`src/rtl/lsu_pkg.sv`:
```
// lsu_pkg: shared encodings, state enums and load-extension helper for the load/store unit
package lsu_pkg;

    localparam logic [2:0] F3_B  = 3'b000;
    localparam logic [2:0] F3_H  = 3'b001;
    localparam logic [2:0] F3_W  = 3'b010;
    localparam logic [2:0] F3_BU = 3'b100;
    localparam logic [2:0] F3_HU = 3'b101;

    localparam logic [2:0] WT_SB = 3'b000;
    localparam logic [2:0] WT_SH = 3'b001;
    localparam logic [2:0] WT_SW = 3'b010;

    typedef enum logic [1:0] {S_IDLE, S_PULSE, S_LOW} sstate_t;
    typedef enum logic [1:0] {L_IDLE, L_REQ, L_WAIT, L_RESP} lstate_t;

    typedef struct packed {
        logic [31:0] addr;
        logic [31:0] data;
        logic [2:0]  wtype;
    } sb_entry_t;

    function automatic logic store_legal(input logic [2:0] f);
        return f inside {WT_SB, WT_SH, WT_SW};
    endfunction

    function automatic logic load_legal(input logic [2:0] f);
        return f inside {F3_B, F3_H, F3_W, F3_BU, F3_HU};
    endfunction

    // memory already aligns byte a into [7:0], so only extension is needed
    function automatic logic [31:0] load_extend(input logic [2:0] f, input logic [31:0] d);
        case (f)
            F3_B:    return {{24{d[7]}}, d[7:0]};
            F3_BU:   return {24'b0, d[7:0]};
            F3_H:    return {{16{d[15]}}, d[15:0]};
            F3_HU:   return {16'b0, d[15:0]};
            default: return d;
        endcase
    endfunction

endpackage

```
`src/rtl/lsu_store_fifo.sv`:
```
// lsu_store_fifo: in-order synchronous store buffer with push/pop/full/empty/count
module lsu_store_fifo #(
    parameter int DEPTH = 4,
    parameter int W     = 67
) (
    input  logic                     clock,
    input  logic                     rst_n,
    input  logic                     push,
    input  logic                     pop,
    input  logic [W-1:0]             din,
    output logic [W-1:0]             dout,
    output logic                     full,
    output logic                     empty,
    output logic [$clog2(DEPTH):0]   count
);

    localparam int AW = $clog2(DEPTH);

    logic [W-1:0]  mem [DEPTH];
    logic [AW-1:0] wr_ptr;
    logic [AW-1:0] rd_ptr;
    logic          do_push;
    logic          do_pop;

    assign full    = count == (AW + 1)'(DEPTH);
    assign empty   = count == '0;
    assign do_push = push && !full;
    assign do_pop  = pop && !empty;
    assign dout    = mem[rd_ptr];

    // storage is not reset; only pointers and count define validity
    always_ff @(posedge clock) begin
        if (do_push) mem[wr_ptr] <= din;
    end

    // pointers wrap naturally since DEPTH is a power of two
    always_ff @(posedge clock) begin
        if (!rst_n) begin
            wr_ptr <= '0;
            rd_ptr <= '0;
            count  <= '0;
        end else begin
            if (do_push) wr_ptr <= wr_ptr + 1'b1;
            if (do_pop) rd_ptr <= rd_ptr + 1'b1;
            count <= count + (AW + 1)'(do_push) - (AW + 1)'(do_pop);
        end
    end

endmodule

```
`src/rtl/load_store_unit.sv`:
```
// load_store_unit: turns load/store micro-ops into one-cycle memory request pulses
module load_store_unit
    import lsu_pkg::*;
#(
    parameter int SB_DEPTH = 4,
    parameter int MEM_LAT  = 1,
    parameter int TAG_W    = 5
) (
    input  logic             clock,
    input  logic             rst_n,
    input  logic             req_valid,
    output logic             req_ready,
    input  logic             req_is_store,
    input  logic [2:0]       req_funct3,
    input  logic [31:0]      req_addr,
    input  logic [31:0]      req_wdata,
    input  logic [TAG_W-1:0] req_tag,
    output logic             resp_valid,
    input  logic             resp_ready,
    output logic [31:0]      resp_data,
    output logic [TAG_W-1:0] resp_tag,
    output logic             illegal_op,
    output logic             mem_load_req,
    output logic [31:0]      mem_load_addr,
    input  logic [31:0]      mem_load_data,
    output logic             mem_write_req,
    output logic [31:0]      mem_write_addr,
    output logic [31:0]      mem_write_data,
    output logic [2:0]       mem_write_type
);

    localparam int CNT_W = $clog2(SB_DEPTH) + 1;
    localparam int CW    = $clog2(MEM_LAT + 1);

    sstate_t          sstate, s_next;
    lstate_t          lstate, l_next;
    sb_entry_t        head;
    logic [CNT_W-1:0] sb_count;
    logic             sb_full, sb_empty;
    logic             fire, is_illegal, push, pop;
    logic [2:0]       ld_f3;
    logic [CW-1:0]    cnt;

    // loads wait for an idle unit with a drained buffer so they never pass older stores
    assign req_ready  = rst_n && (req_is_store ? !sb_full
                                               : (lstate == L_IDLE && sb_empty && sstate == S_IDLE));
    assign fire       = req_valid && req_ready;
    assign is_illegal = req_is_store ? !store_legal(req_funct3) : !load_legal(req_funct3);
    assign push       = fire && req_is_store && !is_illegal;
    assign pop        = sstate == S_LOW;

    lsu_store_fifo #(
        .DEPTH (SB_DEPTH),
        .W     ($bits(sb_entry_t))
    ) u_fifo (
        .clock (clock),
        .rst_n (rst_n),
        .push  (push),
        .pop   (pop),
        .din   ({req_addr, req_wdata, req_funct3}),
        .dout  (head),
        .full  (sb_full),
        .empty (sb_empty),
        .count (sb_count)
    );

    // drain FSM: pulse then low per entry; head stays put until popped at the end of S_LOW
    always_comb begin
        s_next         = sstate;
        mem_write_req  = 1'b0;
        mem_write_addr = '0;
        mem_write_data = '0;
        mem_write_type = '0;
        case (sstate)
            S_IDLE:  if (!sb_empty) s_next = S_PULSE;
            S_PULSE: begin
                s_next         = S_LOW;
                mem_write_req  = 1'b1;
                mem_write_addr = head.addr;
                mem_write_data = head.data;
                mem_write_type = head.wtype;
            end
            S_LOW: begin
                s_next         = (sb_count > CNT_W'(1) || push) ? S_PULSE : S_IDLE;
                mem_write_addr = head.addr;
                mem_write_data = head.data;
                mem_write_type = head.wtype;
            end
            default: s_next = S_IDLE;
        endcase
    end

    // store FSM state and the registered illegal-op pulse
    always_ff @(posedge clock) begin
        if (!rst_n) begin
            sstate     <= S_IDLE;
            illegal_op <= 1'b0;
        end else begin
            sstate     <= s_next;
            illegal_op <= fire && is_illegal;
        end
    end

    // load FSM next state and request/response strobes
    always_comb begin
        l_next       = lstate;
        mem_load_req = 1'b0;
        resp_valid   = 1'b0;
        case (lstate)
            L_IDLE: if (fire && !req_is_store && !is_illegal) l_next = L_REQ;
            L_REQ: begin
                l_next       = L_WAIT;
                mem_load_req = 1'b1;
            end
            L_WAIT: if (cnt == CW'(1)) l_next = L_RESP;
            L_RESP: begin
                resp_valid = 1'b1;
                if (resp_ready) l_next = L_IDLE;
            end
            default: l_next = L_IDLE;
        endcase
    end

    // load datapath: latch op on accept, count memory latency, capture extended data
    always_ff @(posedge clock) begin
        if (!rst_n) begin
            lstate        <= L_IDLE;
            cnt           <= '0;
            mem_load_addr <= '0;
            ld_f3         <= '0;
            resp_tag      <= '0;
            resp_data     <= '0;
        end else begin
            lstate <= l_next;
            if (lstate == L_IDLE && l_next == L_REQ) begin
                mem_load_addr <= req_addr;
                ld_f3         <= req_funct3;
                resp_tag      <= req_tag;
            end
            if (lstate == L_REQ) cnt <= CW'(MEM_LAT);
            if (lstate == L_WAIT) begin
                cnt <= cnt - CW'(1);
                if (cnt == CW'(1)) resp_data <= load_extend(ld_f3, mem_load_data);
            end
        end
    end

endmodule

```
`config.mk`:
```
export PLATFORM = sky130hd
export DESIGN_NAME = load_store_unit
export DESIGN_NICKNAME = d
export VERILOG_FILES = /design/src/rtl/lsu_pkg.sv /design/src/rtl/lsu_store_fifo.sv /design/src/rtl/load_store_unit.sv
export SDC_FILE = /design/constraint.sdc
export NUM_CORES = 1
export LEC_CHECK = 0
export BUFFER_PORTS_ARGS = -buffer_cell sky130_fd_sc_hd__buf_2
export CAP_MARGIN = 30
export CORE_MARGIN = 2
export CORE_UTILIZATION = 55
export DETAILED_ROUTE_END_ITERATION = 7
export PLACE_DENSITY_LB_ADDON = 0.1
export SLEW_MARGIN = 20
export SYNTH_ARGS = -nofsm -noshare
export SYNTH_HDL_FRONTEND = slang
export SYNTH_SLANG_ARGS = --single-unit
```
`constraint.sdc`:
```
create_clock -name clock -period 4.4 [get_ports clock]
set_clock_uncertainty 0.05 [all_clocks]
set_input_delay 0.44 -clock clock [delete_from_list [all_inputs] [get_ports clock]]
set_output_delay 0.44 -clock clock [all_outputs]
set_load 0.01 [all_outputs]
```
==> results of run 1 <==
## flip-flops by register name (all words and copies together) (netlist names), named ones only
name / flops
u_fifo.wr_ptr: 2
mem_load_addr: 32
illegal_op: 1
u_fifo.mem: 268
lstate: 2
resp_data: 32
resp_tag: 5
cnt: 1
u_fifo.rd_ptr: 2
u_fifo.count: 3
ld_f3: 3
sstate: 2
## layout make-up
type                    count  share of cell area [%]
flip-flops and latches    355                   58.98
multi-input cells         427                   22.61
repair buffers            259                   8.602
clock buffers              51                   6.011
well taps                 324                   2.440
clock inverters            11                   1.039
inverters                  12                  0.2712
diodes                      3                 0.04519
## where the power goes
| group | switching (uW) | internal [uW] | total, uW |
|---|---|---|---|
| Clock | 1170 | 1870 | 3040 |
| Sequential | 109 | 3780 | 3890 |
| Combinational | 819 | 628 | 1450 |
| Total | 2100 | 6270 | 8370 |
## cells in the mapped netlist
library cell and instances:
nand3_1 1, nand2_1 102, nor4bb_1 1, o22ai_1 1, a21oi_1 28, nor2_1 25
edfxtp_1 268, fa_1 1, a21boi_0 9, or2_2 2, buf_1 6, inv_1 12
nand2b_1 1, and3b_1 1, a21oi_2 1, o21ai_2 1, a31oi_1 2, buf_2 6
o41ai_4 1, o22a_1 1, a211oi_1 1, buf_8 4, nor3b_4 1, xnor2_1 3
o221a_2 1, dfxtp_1 87, nor3_1 2, ha_1 16, nand3b_1 1, nor3b_2 1
xor2_1 1, clkbuf_1 33, mux2i_1 41, o21a_1 1, and2_1 80, nand4_1 1
o21ai_0 26, o211ai_1 2, nor2b_1 3, or4b_4 1, mux4_2 67
## critical path, cell delays in order, from the launching register on
cell and delay (ns):
dfxtp_4 0.73, buf_12 0.39, mux4_2 0.54, and2_1 0.20, buf_2 0.15
## worst paths after layout
path                              to  slack, ns
hold / removal      u_fifo.mem[0][8]       0.10
setup reg to reg   mem_load_addr[15]       1.71
hold reg to reg          resp_tag[0]       0.40
setup / recovery  mem_write_addr[10]       1.38
## per-stage QoR
stage | hold slack, ns | util [%]
5_1_grt | 0.08746 | 67.87
4_1_cts | 0.08227 | 67.87
6_report | 0.1013 | 67.90
2_1_floorplan | 0.3879 | -
3_5_place_dp | 0.3936 | 63.09
3_3_place_gp | 0.3901 | 62.51
## placed cells by master (no fill, tap or decap), drive strengths merged, types with 3 or more instances in the layout
master / instances
mux4: 67
buf: 259
dfxtp: 87
nor2b: 3
ha: 16
nand2: 102
edfxtp: 268
a21oi: 29
clkinv: 6
and2: 80
clkbuf: 51
inv: 12
diode: 3
o21ai: 27
bufinv: 5
nor2: 25
a21boi: 9
xnor2: 3
mux2i: 41
## layer usage
layer,wire length (um),vias up
li1,-,3647
met1,11280,3802
met2,13050,228
met3,1802,37
met4,440,4
met5,27,-
## kinds of logic after synthesis
group / after synthesis / share of synthesized area, %
AO/OA/AOI/OAI: 75 / 3.272
XOR/XNOR: 4 / 0.2538
adder cells (fa/ha/maj): 17 / 1.595
buffers and inverters: 61 / 2.039
flip-flops: 355 / 70.91
multiplexers: 108 / 13.90
AND/OR/NAND/NOR: 223 / 8.021
==> results.toml, run 1 <==
[status]
outcome = "finished clean"

[sta]
setup_ws_ns = 1.378
hold_viol = 0
max_slew_margin_pct = 47.86
worst-slew-pin-transition_ns = 0.7821
rsz0062_at_grt = "false"
finalCriticalPeriod_ns = 3.022
finalMaxSlewViolations = 0
finalSetupViolations = 0
tns_ns = 0
post-route-period-util_pct = 68.68
fmax_mhz = 330.9

[global_route]
grt_pass1_wl_mm = 41.91
busiest_layer = "met2"
grtUsageMet3_pct = 4.864
use_met1_pct = 28.17
grt_max_degree = 86
overflow = 0
grtUsageTotal_pct = 20.48
grt_pass1_vias = 7829
grtUsageMet2_pct = 33.42
antenna_found_initial = 3

[power_and_ir_drop]
leakage_uw = 0.006277
power_uw = 8368
ir_drop_v = 0.0003441
power.density_mw_per_mm2 = 503.8

[clock_tree]
clock_tree.root_cell = "clkbuf_16"
postCtsSetupBuffers = 0
cts_htree_levels = 2
numCtsBuffers = 36
clock-sinks = 355
insertion_delay_ns = 0.50
cts_resized = 0
path_clk_slew_ns = 0.06
tritoncts = "yes"
clk_path_buf_depth = 3
holdBufCountCts = 0

[floorplan]
fp.dieW_um = 162.4
die_h_um = 162.4
start_util_pct = 56.43
dieArea_mm2 = 0.02638
rows = 57
coreArea_mm2 = 0.02446
ios = 250

[worst_hold_path]
hold_class = "in -> reg"
min_path_cells = 1
hold_start = "req_wdata[5]"

[worst_setup_path]
start_kind = "flop"
path_max_fanout = 40
reg2reg_from = "sstate[0]"
worstPathArrival_ns = 2.53
reg2reg_depth = 8
cp_data_required_time_ns = 3.91
critical_path_class = "reg -> out"
cp-end-kind = "output port"

[placed_design]
placed_cell_area_mm2 = 0.01543
port_buffers = 249
dp_hpwl_mm = 16.32
place_congestion = 0.7643
pre_cts_slack_ns = 1.469
dp.cells = 1377

[logic_synthesis]
seq_area_frac_synth_pct = 70.91
yosysTopAreaCell = "edfxtp_1"
synth_top_area_share_pct = 58.30
syn_inst = 843
yosysWarnings = 0
synthTopCellsByArea = "edfxtp_1, dfxtp_1, mux4_2"
yosys_register_bits = 355
syn_area_per_cell_um2 = 16.38
synth_area_mm2 = 0.01380
synth_nets = 969
synth.distinct_cells = 41

[detailed_routing]
first_pass_iters = 4
drc_errors = 0
drt_iter0_markers = 576
avgViaCountPerCell = 5.352
ant_nets = 0
routed_wl_mm = 26.60
routedWlPerCell_um = 18.45
dr_total_vias = 7718

[final_layout]
drive_above_1_share_pct = 34.62
fin_area_mm2 = 0.01661
synthToLayoutAreaGrowth_pct = 20.33
fin_nets = 1217
multi_input_area_mm2 = 0.003756
n_fill_cell = 1746
stdcell_count = 1442
regArea_mm2 = 0.009797

[run]
cap_violations = 0
Power figures use the tool's default switching activity.
==> run 2: changes to the inputs <==
==> constraint.sdc (replaced) <==
create_clock -name clock -period 2.9 [get_ports clock]
set_clock_uncertainty 0.05 [all_clocks]
set_input_delay 0.29 -clock clock [delete_from_list [all_inputs] [get_ports clock]]
set_output_delay 0.29 -clock clock [all_outputs]
set_load 0.01 [all_outputs]
==> run 2 against run 1 <==
Effect of this change:
- sequential power increased by 51%
- global-route usage up 1.4 points
- sequential cell count did not move
- total power grew 51%
- non-clock buffer count increased by 103
- final cell count grew 7.1%
- combinational power grew 67%
- sequential share of layout area shrank 3.2 points
- critical path depth rose by 1
- core utilization up 3.9 points
- first-iteration DRC count fell by 11%
- largest power group unchanged
==> results.toml, run 2 (same netlist as run 1, synthesis figures left out) <==
[final_layout]
synthToLayoutAreaGrowth_pct = 27.25
postLayoutCoreUtil_pct = 71.81
final_common_cell = "edfxtp_1"
fin_nets = 1321
largest_reg_flops = 268
mostFrequentLayoutCells = "edfxtp_1, buf_2, nand2_1"
top_regs = "u_fifo.mem (268), mem_load_addr (32), resp_data (32)"
regMostFlops = "u_fifo.mem"
fin_area_mm2 = 0.01757
drive_above_1_share_pct = 32.60
num_antenna_cells = 0

[detailed_routing]
drc_errors = 0
top_layer = "met5"
avgViaCountPerCell = 5.271
routedWlPerCell_um = 18.25
drt_iter0_markers = 511
routed_wl_mm = 28.20
ant_nets = 0
dr_total_vias = 8144
first_pass_iters = 5
dr_wl_met2_mm = 14.16
wl_met3_mm = 1.768
wl_met1_mm = 11.77

[global_route]
grt_max_degree = 94
overflow = 0
antenna_found_initial = 1
grtUsageTotal_pct = 21.86
grt_pass1_wl_mm = 44.93
grt_pass1_vias = 8491

[floorplan]
dieArea_mm2 = 0.02638
die_h_um = 162.4
ios = 250
coreArea_mm2 = 0.02446
rows = 57
fp.dieW_um = 162.4
start_util_pct = 56.43

[worst_setup_path]
crit_family = "adder cells"
cp_data_required_time_ns = 2.56
cp.depth = 5
worstPathArrival_ns = 2.27
reg2reg_depth = 8
path_buf_inv = 3
critPathMaxStageDelay_ns = 0.70
cp_slowest_cell = "ha_2"
cp-end-kind = "output port"
path_max_fanout = 25
reg2reg_from = "sstate[0]"
critPathCapture = "mem_write_data[24]"
critPathLaunch = "sstate[0]"
reg2reg_slack_ns = 0.36
reg2reg_to = "mem_load_addr[6]"
start_kind = "flop"
critical_path_class = "reg -> out"
worstPathCellList = "inv_1 -> ha_2 -> buf_4 -> and2_1 -> buf_2"

[sta]
fmax_mhz = 383.6
worst-slew-pin-transition_ns = 0.8763
rsz0062_at_grt = "false"
max_slew_margin_pct = 41.58
post-route-period-util_pct = 89.89
tns_ns = 0
finalCriticalPeriod_ns = 2.607
hold_viol = 0
finalMaxSlewViolations = 0
finalSetupViolations = 0

[clock_tree]
clock-sinks = 355
numCtsBuffers = 37
cts_htree_levels = 2
tritoncts = "yes"
clk_path_buf_depth = 3
path_clk_slew_ns = 0.06
postCtsSetupBuffers = 0
clock_tree.root_cell = "clkbuf_16"
insertion_delay_ns = 0.50

[status]
outcome = "finished clean"

[placed_design]
placed_cell_area_mm2 = 0.01552
place_congestion = 0.7771
dp_hpwl_mm = 16.85
port_buffers = 249

[power_and_ir_drop]
ir_drop_v = 0.0005134
power.density_mw_per_mm2 = 717.1
leakage_uw = 0.006695

[worst_hold_path]
hold_class = "in -> reg"

[run]
cap_violations = 0
==> run 2: cell count changes in the layout (fill, tap and decap cells not counted) <==
| cell | before | now |
|---|---|---|
| bufinv_16 | 5 | 1 |
| dlygate4sd3_1 | 0 | 94 |
| buf_4 | 5 | 9 |
| diode_2 | 3 | 0 |
| buf_12 | 2 | 11 |
| buf_16 | 4 | 0 |
| clkinv_2 | 0 | 5 |
| ha_4 | 1 | 0 |
| ha_2 | 0 | 1 |
| clkbuf_8 | 2 | 4 |
==> run 2: worst register-to-register path: cells and delay by family (launching register included) <==
family                   cells  cell delay, ns
AND/OR/NAND/NOR              2            0.78
adder cells (fa/ha/maj)      1            0.21
AO/OA/AOI/OAI                2            0.46
multiplexers                 1            0.24
flip-flops                   1            0.34
buffers and inverters        2            0.40
==> run 2: report_power, final <==
part           internal, uW  leakage (uW)  total, uW  switching [uW]
clock network          2540      0.000542       4300            1760
logic                  1090       0.00303       2420            1330
registers              5730       0.00312       5870             144
==> run 2: worst min-delay path by stage <==
stage | cells past startpoint | from | end
finish | 3 | mem_load_data[4] | resp_data[4]
global route | 3 | mem_load_data[29] | resp_data[29]
CTS | 3 | mem_load_data[4] | resp_data[4]
detailed placement | 2 | mem_load_addr[22] | mem_load_addr[22]
global placement | 2 | mem_load_addr[29] | mem_load_addr[29]
floorplan | 0 | req_funct3[0] | u_fifo.mem[0][0]
==> run 2: area by class of cell <==
type	count	area [um2]
fill	1599	6895
clock buffer	53	1026
multi-input combinational	427	3746
clock inverter	12	77.57
tap	324	405.4
timing repair buffer	362	2470
sequential	355	9797
inverter	12	45.04
==> run 2: per-layer routing <==
metal	up-vias	track usage (%)
li1	3843	-
met1	4019	28.54
met2	241	37.37
met3	39	5.220
met4	2	5.511
met5	-	0
==> run 2: metrics by stage <==
stage | cells | power (uW) | hold slack [ns] | worst slack (ns)
after floorplan | 843 | 7435 | 0.3389 | 0.2815
after global placement | 1386 | 8289 | 0.3895 | 0.4716
after detailed placement | 1386 | 8324 | 0.3953 | 0.3620
after CTS | 1545 | 12720 | 0.001057 | 0.2322
after global routing | 1545 | 13140 | 0.01259 | 0.1128
final | 1545 | 12600 | 0.01682 | 0.2932
==> run 2: repair_timing <==
item / 4_1_cts / 5_1_grt
resized for setup: 0 / 0
endpoints found under the hold margin: 283 / 0
hold buffers: 94 / 0
